File: src/rtl/controller_poller_pkg.sv
// Shared types and constants for the gamepad poller: FSM state encoding and button/bit-index sizing.
package controller_pkg;

  localparam int CONTROLLER_NUM_BUTTONS = 8;
  localparam int CONTROLLER_BIT_IDX_W   = $clog2(CONTROLLER_NUM_BUTTONS);
  localparam logic [CONTROLLER_BIT_IDX_W-1:0] CONTROLLER_BIT_LAST =
    CONTROLLER_BIT_IDX_W'(CONTROLLER_NUM_BUTTONS - 1);

  typedef enum logic [1:0] {
    IDLE,
    LATCH,
    SHIFT,
    DONE
  } controller_poll_state_t;

  typedef logic [CONTROLLER_NUM_BUTTONS-1:0] buttons_t;

endpackage

File: src/rtl/controller_poller_if.sv
// Serial link between the poller (master) and the two gamepads (slave): shared latch/shift strobes, one data line each.
interface controller_poller_if;

  logic controller_latch;
  logic controller_clk_out_enable;
  logic controller_1_data_in_B;
  logic controller_2_data_in_B;

  modport master (
    output controller_latch,
    output controller_clk_out_enable,
    input  controller_1_data_in_B,
    input  controller_2_data_in_B
  );

  modport slave (
    input  controller_latch,
    input  controller_clk_out_enable,
    output controller_1_data_in_B,
    output controller_2_data_in_B
  );

endinterface

File: src/rtl/controller_poller_shift_in.sv
// MSB-first 8-bit shift-in register with synchronous clear; the first bit shifted in ends up in bit 7.
module controller_shift_in_m
  import controller_pkg::*;
(
  input  logic     clk,
  input  logic     clear,
  input  logic     shift_enable,
  input  logic     serial,
  output buttons_t q
);

  always_ff @(posedge clk) begin
    if (clear) begin
      q <= '0;
    end else if (shift_enable) begin
      q <= {q[CONTROLLER_NUM_BUTTONS-2:0], serial};
    end
  end

endmodule

File: src/rtl/controller_poller.sv
// Gamepad poll master: latch for LATCH_TICKS ticks, shift 8 bits per channel, publish both bytes atomically.
// Poll latency is (LATCH_TICKS + 8) ticks + 1 cycle; one request may queue behind a busy poll, extras merge.
module controller_poller
  import controller_pkg::*;
#(
  parameter int LATCH_TICKS = 1
) (
  input  logic                 clk_5,
  input  logic                 rst,
  input  logic                 controller_clk_in_enable,
  input  logic                 poll_start,
  controller_poller_if.master  ctrl,
  output buttons_t             controller_1_buttons_out,
  output buttons_t             controller_2_buttons_out,
  output logic                 busy,
  output logic                 poll_done
);

  localparam logic [3:0] LATCH_LAST = 4'(LATCH_TICKS - 1);

  controller_poll_state_t          state;
  logic                            pending;
  logic [3:0]                      latch_cnt;
  logic [CONTROLLER_BIT_IDX_W-1:0] bit_idx;
  logic                            tick;
  logic                            accept;
  logic                            shift_en;
  buttons_t                        sr_1;
  buttons_t                        sr_2;

  assign tick     = controller_clk_in_enable;
  assign accept   = (state == IDLE) && tick && (pending || poll_start);
  assign shift_en = !rst && tick && (state == SHIFT);

  // Data lines are active-low; invert so the registers hold 1 = pressed.
  controller_shift_in_m u_shift_1 (
    .clk          (clk_5),
    .clear        (rst),
    .shift_enable (shift_en),
    .serial       (~ctrl.controller_1_data_in_B),
    .q            (sr_1)
  );

  controller_shift_in_m u_shift_2 (
    .clk          (clk_5),
    .clear        (rst),
    .shift_enable (shift_en),
    .serial       (~ctrl.controller_2_data_in_B),
    .q            (sr_2)
  );

  always_ff @(posedge clk_5) begin
    if (rst) begin
      state                          <= IDLE;
      pending                        <= 1'b0;
      latch_cnt                      <= '0;
      bit_idx                        <= '0;
      ctrl.controller_latch          <= 1'b0;
      ctrl.controller_clk_out_enable <= 1'b0;
      busy                           <= 1'b0;
      poll_done                      <= 1'b0;
      controller_1_buttons_out       <= '0;
      controller_2_buttons_out       <= '0;
    end else begin
      ctrl.controller_clk_out_enable <= 1'b0;
      poll_done                      <= 1'b0;

      // A request arriving on the accepting tick is consumed by that acceptance.
      if (accept) begin
        pending <= 1'b0;
      end else if (poll_start) begin
        pending <= 1'b1;
      end

      case (state)
        IDLE: begin
          if (accept) begin
            state                 <= LATCH;
            ctrl.controller_latch <= 1'b1;
            busy                  <= 1'b1;
            latch_cnt             <= '0;
          end
        end
        LATCH: begin
          if (tick) begin
            latch_cnt <= latch_cnt + 4'd1;
            if (latch_cnt == LATCH_LAST) begin
              ctrl.controller_latch <= 1'b0;
              bit_idx               <= '0;
              state                 <= SHIFT;
            end
          end
        end
        SHIFT: begin
          if (tick) begin
            ctrl.controller_clk_out_enable <= 1'b1;
            bit_idx                        <= bit_idx + 1'b1;
            if (bit_idx == CONTROLLER_BIT_LAST) begin
              state <= DONE;
            end
          end
        end
        DONE: begin
          controller_1_buttons_out <= sr_1;
          controller_2_buttons_out <= sr_2;
          poll_done                <= 1'b1;
          busy                     <= 1'b0;
          state                    <= IDLE;
        end
        default: state <= IDLE;
      endcase
    end
  end

endmodule

File: src/flat_wrapper.sv
// flat-port wrapper written by rule: the top's interface ports become plain ports
module controller_poller_flat import controller_pkg::*;
#(
  parameter int LATCH_TICKS = 1
)
  (clk_5, rst, controller_clk_in_enable, poll_start, controller_1_buttons_out, controller_2_buttons_out, busy, poll_done, ctrl_controller_latch, ctrl_controller_clk_out_enable, ctrl_controller_1_data_in_B, ctrl_controller_2_data_in_B);
  controller_poller_if ctrl_i ();
  input  logic clk_5;
  input  logic rst;
  input  logic controller_clk_in_enable;
  input  logic poll_start;
  output buttons_t controller_1_buttons_out;
  output buttons_t controller_2_buttons_out;
  output logic busy;
  output logic poll_done;
  output wire logic [$bits(ctrl_i.controller_latch)-1:0] ctrl_controller_latch;
  output wire logic [$bits(ctrl_i.controller_clk_out_enable)-1:0] ctrl_controller_clk_out_enable;
  input wire logic [$bits(ctrl_i.controller_1_data_in_B)-1:0] ctrl_controller_1_data_in_B;
  input wire logic [$bits(ctrl_i.controller_2_data_in_B)-1:0] ctrl_controller_2_data_in_B;
  assign ctrl_controller_latch = ctrl_i.controller_latch;
  assign ctrl_controller_clk_out_enable = ctrl_i.controller_clk_out_enable;
  assign ctrl_i.controller_1_data_in_B = ctrl_controller_1_data_in_B;
  assign ctrl_i.controller_2_data_in_B = ctrl_controller_2_data_in_B;
  controller_poller #(.LATCH_TICKS(LATCH_TICKS)) u_core (.clk_5(clk_5), .rst(rst), .controller_clk_in_enable(controller_clk_in_enable), .poll_start(poll_start), .ctrl(ctrl_i), .controller_1_buttons_out(controller_1_buttons_out), .controller_2_buttons_out(controller_2_buttons_out), .busy(busy), .poll_done(poll_done));
endmodule
File: config.mk
export PLATFORM = sky130hd
export DESIGN_NAME = controller_poller_flat
export DESIGN_NICKNAME = d
export VERILOG_FILES = /design/src/rtl/controller_poller_pkg.sv /design/src/rtl/controller_poller_if.sv /design/src/rtl/controller_poller_shift_in.sv /design/src/rtl/controller_poller.sv /design/src/flat_wrapper.sv
export SDC_FILE = /design/constraint.sdc
export NUM_CORES = 1
export LEC_CHECK = 0
export CAP_MARGIN = 20
export CORE_MARGIN = 1
export CORE_UTILIZATION = 50
export CTS_BUF_LIST = sky130_fd_sc_hd__clkbuf_16
export DETAILED_ROUTE_END_ITERATION = 7
export MAX_ROUTING_LAYER = met4
export PLACE_DENSITY = 0.84
export SETUP_SLACK_MARGIN = 0.4
export SLEW_MARGIN = 20
export SYNTH_ARGS = -nofsm -noshare
export SYNTH_HDL_FRONTEND = slang
export SYNTH_SLANG_ARGS = --single-unit
File: constraint.sdc
create_clock -name clk_5 -period 2.9 [get_ports clk_5]
set_clock_uncertainty 0.2 [all_clocks]
set_input_delay 0.29 -clock clk_5 [delete_from_list [all_inputs] [get_ports clk_5]]
set_output_delay 0.29 -clock clk_5 [all_outputs]
set_load 0.02 [all_outputs]
**Yosys cells after proc, flatten, opt, wreduce, memory -nomap -nowiden**

Cells that the tools add are included.
W data, S select, Z words.

- Logic and storage cells: 64
- Input port bits: 6
- Register bits after elaboration: 46
- Output and inout port bits: 20

- Bitwise gates (word level): 3
- Muxes and demuxes: 20
- Add/subtract/negate cells: 2
- Eq/ne operators: 9
- Reductions and logical operators: 18

Operator list:

| operator | count |
|---|---|
| $mux W2 | 5 |
| $mux W3 | 3 |
| $mux W4 | 2 |
| $pmux W2 S4 | 1 |
| $pmux W4 S2 | 1 |
| $reduce_and A4 Y1 | 2 |
| $ne A2 B2 Y1 const B | 3 |
| $pmux W3 S2 | 1 |
| $reduce_bool A2 Y1 | 3 |
| $mux W1 | 5 |
| $reduce_and A5 Y1 | 1 |
| $add A4 B1 Y4 const B | 1 |
| $eq A2 B2 Y1 const B | 2 |
| $logic_and A1 B1 Y1 | 4 |
| $logic_not A4 Y1 | 1 |
| $ne A2 B1 Y1 const B | 2 |
| $pmux W1 S2 | 2 |
| $reduce_or A2 Y1 | 2 |
| $add A3 B1 Y3 const B | 1 |
| $eq A3 B3 Y1 const B | 1 |
| $not A1 Y1 | 3 |
| $reduce_and A3 Y1 | 1 |
| $eq A2 B1 Y1 const B | 1 |
| $logic_not A2 Y1 | 1 |
| other kinds (3) | 3 |

**Logic depth before layout (Yosys ltp)**

- Depth after elaboration: 5
- Gate-level depth with buffers: 7
- Gate-level depth less buffers: 6

**Cells and area by module**

Synthesis repeated with hierarchy kept, for this count alone.

- Cell total of the unflattened synthesis: 186
- Area, all modules: 1918.1 um^2

By module, submodules not included:

| module | cells an instance | instances | area an instance (um^2) | sequential area each (um^2) |
|---|---|---|---|---|
| controller_poller | 134 | 1 | 1347.5 | 600.6 |
| controller_shift_in_m | 26 | 2 | 285.3 | 160.2 |

**Least setup slack after synthesis**

Ideal clock, no wire load.

- Path kind: register to register
- From: reg u_core.state[0]
- To: reg u_core.latch_cnt[1]
- Clock period less this slack: 1.711 ns
- Stages on the path, launching flop included: 7
- Data arrival time: 1.446 ns
- Slack: 1.189 ns
- Setup time: 0.065 ns
- Data required time: 2.635 ns
- Path buffers: 0
- Cells stage by stage: dfxtp_1 inv_1 ha_1 nand2b_2 a21oi_2 mux2_1 nor2_1

- Cells in the longest elaborated chain, start to end: 5
- Elaborated cells between the ends (all ways): 9
- Those cells by class: 3 x eq/ne; 1 x mux; 5 x reduce/logical

RTL lines:

| item | RTL line | text |
|---|---|---|
| start: declaration | controller_poller.sv:21 | `controller_poll_state_t state;` |
| start signal: assignment | controller_poller.sv:54 | `state <= IDLE;` |
| start signal: assignment | controller_poller.sv:78 | `state <= LATCH;` |
| start signal: assignment | controller_poller.sv:90 | `state <= SHIFT;` |
| $logic_not A2 Y1 | controller_poller.sv:32, controller_poller.sv:75 |  |
| $logic_and A1 B1 Y1 (2 in series) | controller_poller.sv:32 | `assign accept = (state == IDLE) && tick && (pending \|\| poll_start);` |
| $ne A2 B1 Y1 (no line) | - |  |
| $reduce_and A3 Y1 (no line) | - |  |
| end signal: assignment | controller_poller.sv:86 | `latch_cnt <= latch_cnt + 4'd1;` |
| end: declaration | controller_poller.sv:23 | `logic [3:0] latch_cnt;` |

Parallel ways exist; a longest one is shown, timed or not.
A chain may end at the register's enable or synchronous reset.

**Worst setup path after layout**

- From: reg u_core.state[1]
- To: reg u_core.latch_cnt[1]

Same word-level chain as after synthesis.

==> results.sh <==
export IMPL_status="completed"
export IMPL_cts_sinks=46
export IMPL_ys_seq_area_frac=0.493
export IMPL_netSwitchingFraction=0.295
export IMPL_initial_core_util=0.539
export IMPL_p_sw_uw=478
export IMPL_period_needed_ps=1940
export IMPL_worst_slack_ps=961
export IMPL_clkLatencyLatePin_ps=290
export IMPL_rsz0062_at_grt="no"
export IMPL_worst_ep_required_time_ps=2920
export IMPL_min_from="u_core.u_shift_2.q[7]"
export IMPL_antenna_found_initial=0
export IMPL_cap_viol_max_count=0
export IMPL_synth_cell_types=36
export IMPL_startpoint_type="flop"
export IMPL_clk_pin_slew_ps=60
export IMPL_synthToLayoutAreaGrowth_pct=22.7
export IMPL_die_h_um=63.1
export IMPL_slew_headroom=0.610
export IMPL_synth_seq_cells=46
export IMPL_grt_pass1_vias=1307
export IMPL_fin_setup_tns_ps=0
export IMPL_setup_viol=0
export IMPL_postPlaceCellArea_um2=2150
export IMPL_fin_crit_sh=0.669
export IMPL_power_internal_mw=1.14
export IMPL_ant_nets=0
export IMPL_cts_tree="done"
export IMPL_drc=0
export IMPL_pwr_share_comb=0.229
export IMPL_utilization=0.661
export IMPL_dp_slack_ps=871
export IMPL_final_hold_violation_count=0
export IMPL_cts_root_buffer_cell="clkbuf_16"
export IMPL_row_count=21
export IMPL_grt_pass1_wl_um=5930
export IMPL_n_antenna_cell=0
export IMPL_syn_num_nets=216
export IMPL_powerDensity_nw_per_um2=706
export IMPL_yosys_warnings=0
export IMPL_synth_avg_cell_area_um2=9.30
export IMPL_p_clk_frac=0.343
export IMPL_drt_wl_total_um=3290
export IMPL_cts_resized=0
export IMPL_peakVddDrop_v=0.000406
export IMPL_synth_edf_count=0
export IMPL_post_cts_buffers=0
export IMPL_vias=1377
export IMPL_drv_slew=0
export IMPL_synth_main_ff_cell="dfxtp_1"
export IMPL_gp_congestion=0.789
export IMPL_overflow=0
export IMPL_fin_cells=272
export IMPL_arrival_ps=1960
export IMPL_die_area_um2=3990
export IMPL_routedWlPerCell_um=12.1
export IMPL_end_kind="flop"
export IMPL_path_max_fanout=9
export IMPL_dr_pass1_iters=5
export IMPL_grtUsageTotal=0.195
export IMPL_p_leak_nw=0.808
export IMPL_synthCells=201
export IMPL_num_nets_final=240
export IMPL_grt_max_degree=40
export IMPL_worstSetupPathType="reg2reg"
export IMPL_fin_area_um2=2290
export IMPL_max_freq_mhz=516
export IMPL_max_slew_worst_pin_slew_ps=585
export IMPL_hp_class="reg2reg"
export IMPL_num_io_pins=26
export IMPL_fillers=294
export IMPL_core_area_um2=3470
export IMPL_port_buffers=25
export IMPL_holdWs_ps=255
export IMPL_die_w_um=63.1
export IMPL_regToRegStartpoint="u_core.state[1]"
export IMPL_drive_gt1_frac=0.0929
export IMPL_worst_r2r_setup_slack_ps=960
export IMPL_ys_async_sr_fraction=0
export IMPL_p_total_mw=1.62
export IMPL_cts_inserted_buffers=5
export IMPL_viasPerCell=5.06
export IMPL_seqPwrFrac=0.428
export IMPL_initialDrtViolationCount=36
export IMPL_dpl_hpwl_um=2190
export IMPL_cts_max_path_buffers=2
export IMPL_htreeDepth=2
export IMPL_startpoint="u_core.state[1]"
export IMPL_holdBufCountCts=0
export IMPL_synth_cell_area_um2=1870
export IMPL_placedCellCount=264
## power by group through the flow
| stage | registers (mW) | clock network [mW] | logic, mW |
|---|---|---|---|
| 5_1_grt | 0.698 | 0.591 | 0.416 |
| 3_3_place_gp | 0.706 | 0 | 0.362 |
| 4_1_cts | 0.693 | 0.562 | 0.372 |
| 3_5_place_dp | 0.706 | 0 | 0.369 |
| 2_1_floorplan | 0.714 | 0 | 0.279 |
| 6_report | 0.693 | 0.555 | 0.371 |
## critical path: stages (launching register included)
cell      delay, ps
dfxtp_1         330
inv_1           130
ha_1            400
nand2b_2        140
a21oi_2         250
mux2_1          350
nor2_1           80
## placed cells by master, fill, tap and decap left out, drive strengths merged, types with 2 or more instances in the layout
| master | instances |
|---|---|
| dfxtp | 46 |
| clkbuf | 5 |
| xnor2 | 2 |
| ha | 9 |
| a211oi | 4 |
| clkinv | 2 |
| nor2b | 3 |
| a21bo | 2 |
| nor2 | 28 |
| nand2 | 35 |
| mux2i | 18 |
| inv | 6 |
| or3 | 2 |
| a22oi | 3 |
| buf | 2 |
| a21oi | 19 |
| clkdlybuf4s50 | 25 |
| o21ai | 3 |
## area by class of cell
| type | instances | area [µm²] | area share |
|---|---|---|---|
| Tap cell | 46 | 57.6 | 0.0251 |
| Clock buffer | 5 | 125 | 0.0546 |
| Multi-Input combinational cell | 139 | 881 | 0.384 |
| Timing Repair Buffer | 27 | 265 | 0.116 |
| Clock inverter | 3 | 21.3 | 0.00927 |
| Inverter | 6 | 22.5 | 0.00982 |
| Sequential cell | 46 | 921 | 0.402 |
## metal layers
| layer | GRT usage | wire length (µm) | share of wire | vias to the layer above |
|---|---|---|---|---|
| met5 | - | 0 | 0 | - |
| met4 | 0.0959 | 82 | 0.025 | 0 |
| met3 | 0.0435 | 123 | 0.037 | 7 |
| met2 | 0.308 | 1580 | 0.48 | 27 |
| met1 | 0.234 | 1510 | 0.46 | 626 |
| li1 | - | - | - | 717 |
## state kept, by name, summed over array words and instances, names as in the netlist
signal / count
u_core.latch_cnt: 4
u_core.controller_2_buttons_out: 8
u_core.ctrl.controller_latch: 1
u_core.poll_done: 1
u_core.u_shift_1.q: 8
u_core.u_shift_2.q: 8
u_core.pending: 1
u_core.bit_idx: 3
u_core.busy: 1
u_core.controller_1_buttons_out: 8
u_core.state: 2
u_core.ctrl.controller_clk_out_enable: 1
## cell usage after synthesis, types with 2 or more instances
| library cell | number | share of area |
|---|---|---|
| nor2b_1 | 3 | 0.010 |
| inv_1 | 5 | 0.010 |
| nor2_1 | 27 | 0.054 |
| xnor2_1 | 2 | 0.0094 |
| clkbuf_1 | 3 | 0.0060 |
| or3_1 | 2 | 0.0067 |
| buf_1 | 3 | 0.0060 |
| nand2_1 | 34 | 0.068 |
| a22oi_1 | 2 | 0.0080 |
| o21ai_1 | 3 | 0.0080 |
| dfxtp_1 | 46 | 0.49 |
| mux2i_1 | 18 | 0.096 |
| a211oi_2 | 2 | 0.013 |
| a211oi_1 | 2 | 0.0080 |
| ha_1 | 9 | 0.060 |
| a21oi_1 | 17 | 0.046 |
| a21oi_2 | 2 | 0.0094 |
| buf_2 | 3 | 0.0080 |
## path summary, 6_finish.rpt
check / endpoint / depth (start not counted)
worst max-delay path: u_core.latch_cnt[1] / 6
worst min register to register: u_core.u_shift_2.q[7] / 2
worst max register to register: u_core.latch_cnt[1] / 6
worst min-delay path: u_core.u_shift_2.q[7] / 2
## logic make-up after synthesis
group                    share of synthesized area
XOR/XNOR                                   0.00937
AO/OA/AOI/OAI                                0.122
flip-flops                                   0.493
adder cells (fa/ha/maj)                     0.0602
buffers and inverters                       0.0361
multiplexers                                 0.102
AND/OR/NAND/NOR                              0.177
(Power assumes the default switching activity.)
